File: config.mk
export PLATFORM = sky130hd
export DESIGN_NAME = if_fetch_queue
export DESIGN_NICKNAME = d
export VERILOG_FILES = /design/src/rtl/if_fetch_queue.sv
export SDC_FILE = /design/constraint.sdc
export NUM_CORES = 1
export LEC_CHECK = 0
export BUFFER_PORTS_ARGS = -buffer_cell sky130_fd_sc_hd__buf_2
export CAP_MARGIN = 30
export CORE_ASPECT_RATIO = 0.6
export CORE_MARGIN = 2
export CORE_UTILIZATION = 25
export DETAILED_ROUTE_END_ITERATION = 7
export PLACE_DENSITY = 0.47
export SLEW_MARGIN = 20
export SYNTH_ARGS = -nofsm -noshare
export SYNTH_HDL_FRONTEND = slang
export SYNTH_SLANG_ARGS = --single-unit
File: constraint.sdc
create_clock -name clk_i -period 10.3 [get_ports clk_i]
set_clock_uncertainty 0.15 [all_clocks]
set_input_delay 0 -clock clk_i [delete_from_list [all_inputs] [get_ports clk_i]]
set_output_delay 0 -clock clk_i [all_outputs]
set_load 0.01 [all_outputs]
File: src/rtl/if_fetch_queue.sv
// rtl/if_fetch_queue.sv - instruction fetch stage: PC owner, single-outstanding imem requester, fetch FIFO
module if_fetch_queue #(
  parameter int unsigned DEPTH    = 4,
  parameter logic [31:0] RESET_PC = 32'h0000_0000
) (
  input  logic        clk_i,
  input  logic        rst_i,
  output logic        imem_req_o,
  output logic [31:0] imem_addr_o,
  input  logic        imem_ack_i,
  input  logic [31:0] imem_data_i,
  input  logic        stall_i,
  input  logic        redirect_i,
  input  logic [31:0] redirect_pc_i,
  output logic        valid_o,
  output logic [31:0] pc4_o,
  output logic [31:0] inst_o
);

  localparam int unsigned PW = $clog2(DEPTH);
  localparam logic [PW:0] FULL_CNT = (PW+1)'(DEPTH);

  typedef enum logic [1:0] {
    S_IDLE    = 2'd0,
    S_WAIT    = 2'd1,
    S_DISCARD = 2'd2
  } state_t;

  state_t        state_q, state_d;
  logic [31:0]   fetch_pc_q, fetch_pc_d;
  logic [31:0]   pend_pc_q, pend_pc_d;
  logic [31:0]   redir_pc;

  logic [31:0]   pc4_mem  [DEPTH];
  logic [31:0]   inst_mem [DEPTH];
  logic [PW-1:0] rd_ptr_q, wr_ptr_q;
  logic [PW:0]   count_q, count_d;
  logic          push, pop;

  // Low two bits of the redirect target are dropped so fetches stay word aligned.
  assign redir_pc = redirect_pc_i & 32'hFFFF_FFFC;

  assign valid_o     = (count_q != '0);
  assign pc4_o       = valid_o ? pc4_mem[rd_ptr_q]  : 32'h0;
  assign inst_o      = valid_o ? inst_mem[rd_ptr_q] : 32'h0;
  assign imem_req_o  = (state_q == S_WAIT) || (state_q == S_DISCARD);
  assign imem_addr_o = fetch_pc_q;

  // Next-state: push/pop decisions, next occupancy, and fetch PC sequencing.
  always_comb begin
    state_d    = state_q;
    fetch_pc_d = fetch_pc_q;
    pend_pc_d  = pend_pc_q;
    push       = (state_q == S_WAIT) && imem_ack_i && !redirect_i;
    pop        = valid_o && !stall_i && !redirect_i;
    if (redirect_i) begin
      count_d = '0;
    end else begin
      count_d = count_q + {{PW{1'b0}}, push} - {{PW{1'b0}}, pop};
    end
    case (state_q)
      S_IDLE: begin
        if (redirect_i) begin
          fetch_pc_d = redir_pc;
          state_d    = S_WAIT;
        end else if (count_d < FULL_CNT) begin
          state_d = S_WAIT;
        end
      end
      S_WAIT: begin
        if (imem_ack_i) begin
          if (redirect_i) begin
            fetch_pc_d = redir_pc;
          end else begin
            fetch_pc_d = fetch_pc_q + 32'd4;
            state_d    = (count_d < FULL_CNT) ? S_WAIT : S_IDLE;
          end
        end else if (redirect_i) begin
          // Request already on the bus: keep it until acked, remember where to go next.
          pend_pc_d = redir_pc;
          state_d   = S_DISCARD;
        end
      end
      S_DISCARD: begin
        if (imem_ack_i) begin
          fetch_pc_d = redirect_i ? redir_pc : pend_pc_q;
          state_d    = S_WAIT;
        end else if (redirect_i) begin
          pend_pc_d = redir_pc;
        end
      end
      default: state_d = S_IDLE;
    endcase
  end

  // FSM state and fetch PC registers.
  always_ff @(posedge clk_i) begin
    if (rst_i) begin
      state_q    <= S_IDLE;
      fetch_pc_q <= RESET_PC;
      pend_pc_q  <= 32'h0;
    end else begin
      state_q    <= state_d;
      fetch_pc_q <= fetch_pc_d;
      pend_pc_q  <= pend_pc_d;
    end
  end

  // FIFO pointers and occupancy; a redirect empties the queue.
  always_ff @(posedge clk_i) begin
    if (rst_i || redirect_i) begin
      rd_ptr_q <= '0;
      wr_ptr_q <= '0;
      count_q  <= '0;
    end else begin
      if (push) wr_ptr_q <= wr_ptr_q + 1'b1;
      if (pop)  rd_ptr_q <= rd_ptr_q + 1'b1;
      count_q <= count_d;
    end
  end

  // FIFO storage; contents are masked by valid_o so no reset is needed.
  always_ff @(posedge clk_i) begin
    if (push && !rst_i) begin
      pc4_mem[wr_ptr_q]  <= fetch_pc_q + 32'd4;
      inst_mem[wr_ptr_q] <= imem_data_i;
    end
  end

endmodule

==> impl_results.md, run 1 <==
* PortBufs at 164
* Crit path capture type: flop
* RSZ-0062 raised after global routing: false
* Seq/Total Area, Yosys at 0.659
* Max_slew headroom at 0.386
* Placed Area at 15600 um2
* Power density over cell area at 193 nW/um2
* Maximum resistive drop on vdd at 0.000140 V
* Gr usage total at 0.139
* Final min period at 3.90 ns
* Post-synth EDFFs at 256
* Most common cell after layout, fill and taps aside: edfxtp_1
* Reg-to-Reg Start: state_q[1]
* Flop pwr share at 0.465
* Vias per inst at 4.62
* Synth Instances at 962
* TritonCTS clock tree: yes
* Clock transition at path regs at 0.06 ns
* Critical path origin: state_q[1]
* RePlAce Congestion at 0.769
* Reg2reg path depth at 10
* Max-cap violations at 0
* Crit-path max FO at 30
* Post-Syn Area at 13900 um2
* Final Setup Violations at 0
* Critical Setup Path Class: flop to flop
* Reg2reg setup slack at 6.40 ns
* Setup_tns at 0 ns
* Max frequency at 0.257 GHz
* Min-delay src: imem_data_i[11]
* Row count at 66
* Startpoint types: flop
* Synth Flop Type: edfxtp_1
* CTS root buf: clkbuf_16
* Post-DP HPWL at 25100 um
* Die height at 187 um
* Library cells used by synthesis at 62
* # clock sinks at 331
* Clock latency on the worst-skew pair at 0.54 ns
* 1st-iter DRT viols at 642
* Syn Area/Cell at 14.5 um2
* Fin crit share at 0.379
* Slowest-stage cell, CP: ha_1
* Async set or reset register ratio after synthesis at 0
* Place WS at 6.87 ns
* TritonCTS Buffers at 36
* Area Overhead vs Synth at 29.1%
* Final nets at 1322
* Syn. warnings at 0
* Vias in the first global route at 9654
* Top Usage Layer GRT: met2
* Mapped Nets at 1043
* Fin Hold WS at 0.0829 ns
* Final instance area at 18000 um2
* Initial Utilization at 0.255
* Fin. max-slew vios at 0
* Hold/Removal Path Class: primary input to flop
* CP Cell Sequence: inv_1 > ha_1 > buf_4 > nand2_1 > nor2_2 > buf_4 > nand2_1 > dlygate4sd3_1 > a21oi_1 > dlygate4sd3_1
* Drt wl/cell at 19.7 um
* GR Layer Usage met1 at 0.202
* Met3 usage in global routing at 0.0363
* WP data required at 10.63 ns
* Grt met2 use at 0.210
* Number of routed nets with antenna violations at 0
* Reg2reg end: pend_pc_q[22]
* Initial antenna violation count at 1
* DIE AREA at 57700 um2
* CTS resizes at 0
* Switching part of the total at 0.276
* Core footprint at 54600 um2
* CTS max path bufs at 3
* Worst hold path endpoint: inst_mem[0][11]
* Global route total overflow at 0
* Combinational Power Share at 0.163
* Worst slew pin tran at 0.918 ns
* Fin. Hold Viols at 0
* Largest net degree at the start of global routing at 66
* Final WL at 39800 um
* Seq cells post-synth at 331
* Remaining DRCs at 0
* Depth of the CTS H-tree at 2
* First-pass GRT wire length at 60900 um
* Clk pwr share at 0.371
* # diodes at 0
* Worst Hold Path Cells at 2
* Ports at 167
* Crit path DAT at 4.22 ns
* Drt pass-1 iters at 5
* Int Pwr at 2.52 mW
* Most frequent cells in the layout: edfxtp_1, buf_2, dlygate4sd3_1
* Die Wd at 309 um
* Status: complete, no violations
* P_sw at 0.962 mW
* Share of cells above drive strength 1 at 0.247
* Leakage at 6.25 nW
* Pwr Total at 3.48 mW
* Worst Setup Slack, final at 6.40 ns
* Max stage delay on crit path at 0.75 ns
* Total number of vias at 9309
==> synth_stat cells (6+ instances only) <==
| cell type | count | share of area |
|---|---|---|
| mux4_2 | 64 | 0.10 |
| o21ai_0 | 28 | 0.010 |
| and4_1 | 7 | 0.0044 |
| dfxtp_1 | 75 | 0.11 |
| nand4_1 | 13 | 0.0058 |
| xor2_1 | 8 | 0.0050 |
| xnor2_1 | 23 | 0.014 |
| o211ai_1 | 6 | 0.0032 |
| buf_2 | 10 | 0.0036 |
| a221o_1 | 10 | 0.0072 |
| nand3_1 | 12 | 0.0043 |
| inv_1 | 12 | 0.0032 |
| nor3_1 | 14 | 0.0050 |
| edfxtp_1 | 256 | 0.55 |
| clkbuf_1 | 53 | 0.014 |
| a211oi_1 | 7 | 0.0038 |
| a22oi_1 | 10 | 0.0054 |
| and3_1 | 7 | 0.0031 |
| a21oi_1 | 40 | 0.014 |
| nand2_1 | 101 | 0.027 |
| and2_1 | 72 | 0.032 |
| ha_1 | 11 | 0.0099 |
| nor2_1 | 47 | 0.013 |
==> how the worst max path moves through the flow <==
stage / end / cells past startpoint
floorplan: inst_mem[0][0] / 6
global placement: state_q[0] / 13
detailed placement: state_q[0] / 13
CTS: pend_pc_q[13] / 10
global route: pend_pc_q[22] / 10
finish: pend_pc_q[22] / 10
==> sequential cells by signal (all words and copies together), names as in the netlist, named ones only <==
name	flops
count_q	3
state_q	2
imem_addr_o	32
wr_ptr_q	2
inst_mem	128
rd_ptr_q	2
pend_pc_q	32
pc4_mem	128
==> critical path: cells and delay by family, from the launching register on <==
kind | cells | cell delay (ns)
flops | 1 | 0.42
fa+ha+maj | 1 | 0.75
buf+inv | 5 | 2.05
simple gates | 3 | 0.30
compound gates | 1 | 0.15
==> layout make-up <==
type	instances	area (um2)
timing repair buffer	305	2190
sequential	331	9200
tap	748	936
fill	5421	36600
inverter	12	45.0
clock inverter	16	180
clock buffer	50	975
multi-input combinational	555	4460
==> stage by stage <==
step | std cells | util
after floorplan | 962 | -
after global placement | 1824 | 0.285
after detailed placement | 1825 | 0.285
after CTS | 2016 | 0.329
after global routing | 2017 | 0.330
final | 2017 | 0.330
==> what timing repair did <==
| action | 4_1_cts | 5_1_grt |
|---|---|---|
| buffers inserted | 0 | 0 |
| hold buffers | 125 | 0 |
| hold endpoints to repair | 200 | 0 |
==> layer usage <==
metal / wire, um / vias up / part of all wire
met5: 0 / - / 0
met4: 549 / 0 / 0.014
met3: 2780 / 46 / 0.070
met2: 17300 / 221 / 0.44
met1: 19100 / 4794 / 0.48
li1: - / 4248 / -
==> power by group through the flow <==
stage	Sequential (mW)	Clock, mW	Combinational [mW]
6_report	1.62	1.29	0.568
5_1_grt	1.63	1.39	0.631
4_1_cts	1.62	1.34	0.568
3_5_place_dp	1.65	0	0.522
3_3_place_gp	1.64	0	0.515
2_1_floorplan	1.63	0	0.307
==> logic make-up after synthesis <==
family | synth area share
xor gates and xnor gates | 0.0212
adders and majority gates | 0.0113
DFF | 0.659
and+or+nand+nor | 0.114
buffers and inverters | 0.0215
muxes | 0.103
AOI/OAI and AO/OA | 0.0687
No activity file was read; power rests on OpenSTA's default activity.
==> inputs of run 2 (changes only) <==
ABC_AREA = 1   (was default)
clock period = 3.6 ns   (was 10.3 ns; I/O delays follow)
==> run 2 against run 1 <==
Effect of this change: area after synthesis increased by 6.4%; combinational power rose to 4.1 times the previous value; clock power increased to 3.3 times the previous value; synthesized cell count grew 62%; global-route usage grew 0.71 points; sequential share of layout area down 2.6 points.
==> impl_results.md, run 2 <==
* Row count at 69 (was 66)
* Most frequent cells in the layout: nor2_1, edfxtp_1, nand2_1 (was edfxtp_1, buf_2, dlygate4sd3_1)
* Fin. Hold Viols at 0 (unchanged)
* Initial antenna violation count at 1 (unchanged)
* Number of routed nets with antenna violations at 0 (unchanged)
* Top Registers: inst_mem (128), pc4_mem (128) (unchanged)
* Crit path capture type: flop (unchanged)
* Fin. max-slew vios at 0 (unchanged)
* Max-cap violations at 0 (unchanged)
* Synth Flop Type: edfxtp_1 (unchanged)
* # clock sinks at 331 (unchanged)
* Post-synth EDFFs at 256 (unchanged)
* Clk pwr share at 0.372 (was 0.371)
* Drt wl/cell at 17.3 um (was 19.7 um)
* Ports at 167 (unchanged)
* Worst slew pin tran at 0.965 ns (was 0.918 ns)
* Final min period at 3.18 ns (was 3.90 ns)
* Post-Layout Cell Count at 2618 (was 2017)
* Crit-path max FO at 35 (was 30)
* Library cells used by synthesis at 41 (was 62)
* Final WL at 45200 um (was 39800 um)
* Clock transition at path regs at 0.07 ns (was 0.06 ns)
* Pwr Total at 11.4 mW (was 3.48 mW)
* Area of the multi-input gates at 4970 um2 (was 4460 um2)
* Worst Setup Slack, final at 0.417 ns (was 6.40 ns)
* Highest metal used: met4 (unchanged)
* P_sw at 3.47 mW (was 0.962 mW)
* WL met2 at 20300 um (was 17300 um)
* Core Util, Final at 0.322 (was 0.330)
* Max frequency at 0.314 GHz (was 0.257 GHz)
* Status: complete, no violations (unchanged)
* Global route total overflow at 0 (unchanged)
* Syn. warnings at 0 (unchanged)
* Total number of vias at 11900 (was 9309)
* Cts-stage hold buffer count at 110 (was 125)
* Share of cells above drive strength 1 at 0.160 (was 0.247)
* Syn Area/Cell at 9.51 um2 (was 14.5 um2)
* 1st-iter DRT viols at 803 (was 642)
* Register Area at 9190 um2 (was 9200 um2)
* Drt pass-1 iters at 7 (was 5)
* Synth top area cells: edfxtp_1, dfxtp_1, nor2_1 (was edfxtp_1, dfxtp_1, mux4_2)
* Post-CTS Setup Repair Bufs at 0 (unchanged)
* Most frequent cell after synthesis: nor2_1 (was edfxtp_1)
* Clock latency on the worst-skew pair at 0.54 ns (about the same)
* Core footprint at 58900 um2 (was 54600 um2)
* Largest net degree at the start of global routing at 66 (unchanged)
* Area Overhead vs Synth at 27.9% (was 29.1%)
* Initial Utilization at 0.252 (was 0.255)
* Int Pwr at 7.90 mW (was 2.52 mW)
* # fillers at 6065 (was 5421)
* Vias per inst at 4.53 (was 4.62)
* Critical Setup Path Class: flop to flop (unchanged)
* Wire length on met3 at 2680 um (was 2780 um)
* Switching part of the total at 0.305 (was 0.276)
* Placed cell count at 2437 (was 1825)
* Seq/Total Area, Yosys at 0.620 (was 0.659)
* Fin crit share at 0.884 (was 0.379)
* Die height at 193 um (was 187 um)
* Gr usage total at 0.146 (was 0.139)
* Combinational Power Share at 0.205 (was 0.163)
* Vias in the first global route at 11300 (was 9654)
* TritonCTS Buffers at 38 (was 36)
* CTS root buf: clkbuf_16 (unchanged)
* Power density over cell area at 600 nW/um2 (was 193 nW/um2)
* DIE AREA at 61300 um2 (was 57700 um2)
* Maximum resistive drop on vdd at 0.000307 V (was 0.000140 V)
* Mapped Nets at 1640 (was 1043)
* Leakage at 7.05 nW (was 6.25 nW)
* Flop pwr share at 0.423 (was 0.465)
* CTS max path bufs at 3 (unchanged)
* Place WS at 0.702 ns (was 6.87 ns)
* Top post-synthesis cells by count: nor2_1, edfxtp_1, nand2_1 (was edfxtp_1, nand2_1, dfxtp_1)
* Remaining DRCs at 0 (unchanged)
* Yosys top cell by area: edfxtp_1 (unchanged)
* Startpoint types: flop (unchanged)
* Hold/Removal Path Class: primary input to flop (unchanged)
* Async set or reset register ratio after synthesis at 0 (unchanged)
* CTS resizes at 0 (unchanged)
* First-pass GRT wire length at 69300 um (was 60900 um)
* Yosys top cell area share at 0.519 (was 0.552)
* Synth Instances at 1559 (was 962)
* Most common cell after layout, fill and taps aside: nor2_1 (was edfxtp_1)
* Final nets at 1887 (was 1322)
* Met1 WL at 21700 um (was 19100 um)
* WP data required at 3.94 ns (was 10.63 ns)
* Crit path DAT at 3.52 ns (was 4.22 ns)
* Seq cells post-synth at 331 (unchanged)
* Final Setup Violations at 0 (unchanged)
* Post-Syn Area at 14800 um2 (was 13900 um2)
* Max_slew headroom at 0.357 (was 0.386)
* Die Wd at 318 um (was 309 um)
* RSZ-0062 raised after global routing: false (unchanged)
* TritonCTS clock tree: yes (unchanged)
* Depth of the CTS H-tree at 2 (unchanged)
* RePlAce Congestion at 0.794 (was 0.769)
* PortBufs at 164 (unchanged)
* Post-DP HPWL at 27400 um (was 25100 um)
[run 2: cell count changes in the layout (fill, tap and decap cells not counted), moves of 11 or more]
cell           before  now
and2_1             68   19
nand2_1           101  242
nor2_4              0   11
clkbuf_1           13    0
inv_1              12   67
mux4_2             64    0
o21ai_0            28  159
xnor2_1            23    4
a21oi_1            40  135
nor2_1             46  343
nand3_1            12   67
nor3_1             13    1
dlygate4sd3_1     125  110
[run 2: area by class of cell]
class                      count  share of cell area
multi-input combinational   1066               0.262
clock buffer                  41              0.0541
tap                          781              0.0516
clock inverter                29              0.0180
timing repair buffer         294               0.114
antenna                        1            0.000132
sequential                   331               0.485
inverter                      75              0.0150
[run 2: path summary, 6_finish.rpt]
check                  from             end  slack (ns)  cells past startpoint
max              state_q[1]   pend_pc_q[13]        0.42                      9
min          imem_data_i[6]  inst_mem[0][6]        0.06                      2
max reg2reg      state_q[1]   pend_pc_q[13]        0.42                      9
min reg2reg   pend_pc_q[23]   pend_pc_q[23]        0.31                      2
[run 2: through the flow]
stage	cell area, um2	hold WS [ns]	setup TNS, ns
2_1_floorplan	14800	-0.0511	-163.50
3_3_place_gp	16500	0.0654	0
3_5_place_dp	16500	0.0653	0
4_1_cts	19000	0.0263	0
5_1_grt	19000	0.0479	0
6_report	19000	0.0598	0
[run 2: worst max-delay path: stages (launching register included)]
cell	delay, ns
dfxtp_1	0.37
inv_1	0.09
ha_1	0.32
inv_2	0.18
nor2_2	0.15
buf_4	0.40
nand3_1	0.14
dlygate4sd3_1	0.60
a21oi_1	0.15
dlygate4sd3_1	0.56
[run 2: cell families after synthesis]
| group | synth area share |
|---|---|
| buf+inv | 0.0472 |
| simple gates | 0.198 |
| xor+xnor | 0.00464 |
| compound gates | 0.120 |
| fa+ha+maj | 0.0106 |
| flops | 0.620 |
[run 2: routing by layer]
layer  GRT usage  vias up
li1            -     5800
met1       0.204     5754
met2       0.233      255
met3      0.0340       49
met4      0.0286        0
met5           0        -
[run 2: power by group through the flow]
| stage | Combinational (mW) | Clock, mW | Sequential (mW) |
|---|---|---|---|
| 4_1_cts | 2.36 | 4.37 | 4.81 |
| 2_1_floorplan | 1.41 | 0 | 4.85 |
| 5_1_grt | 2.64 | 4.53 | 4.84 |
| 3_3_place_gp | 2.19 | 0 | 4.89 |
| 3_5_place_dp | 2.23 | 0 | 4.89 |
| 6_report | 2.33 | 4.23 | 4.81 |
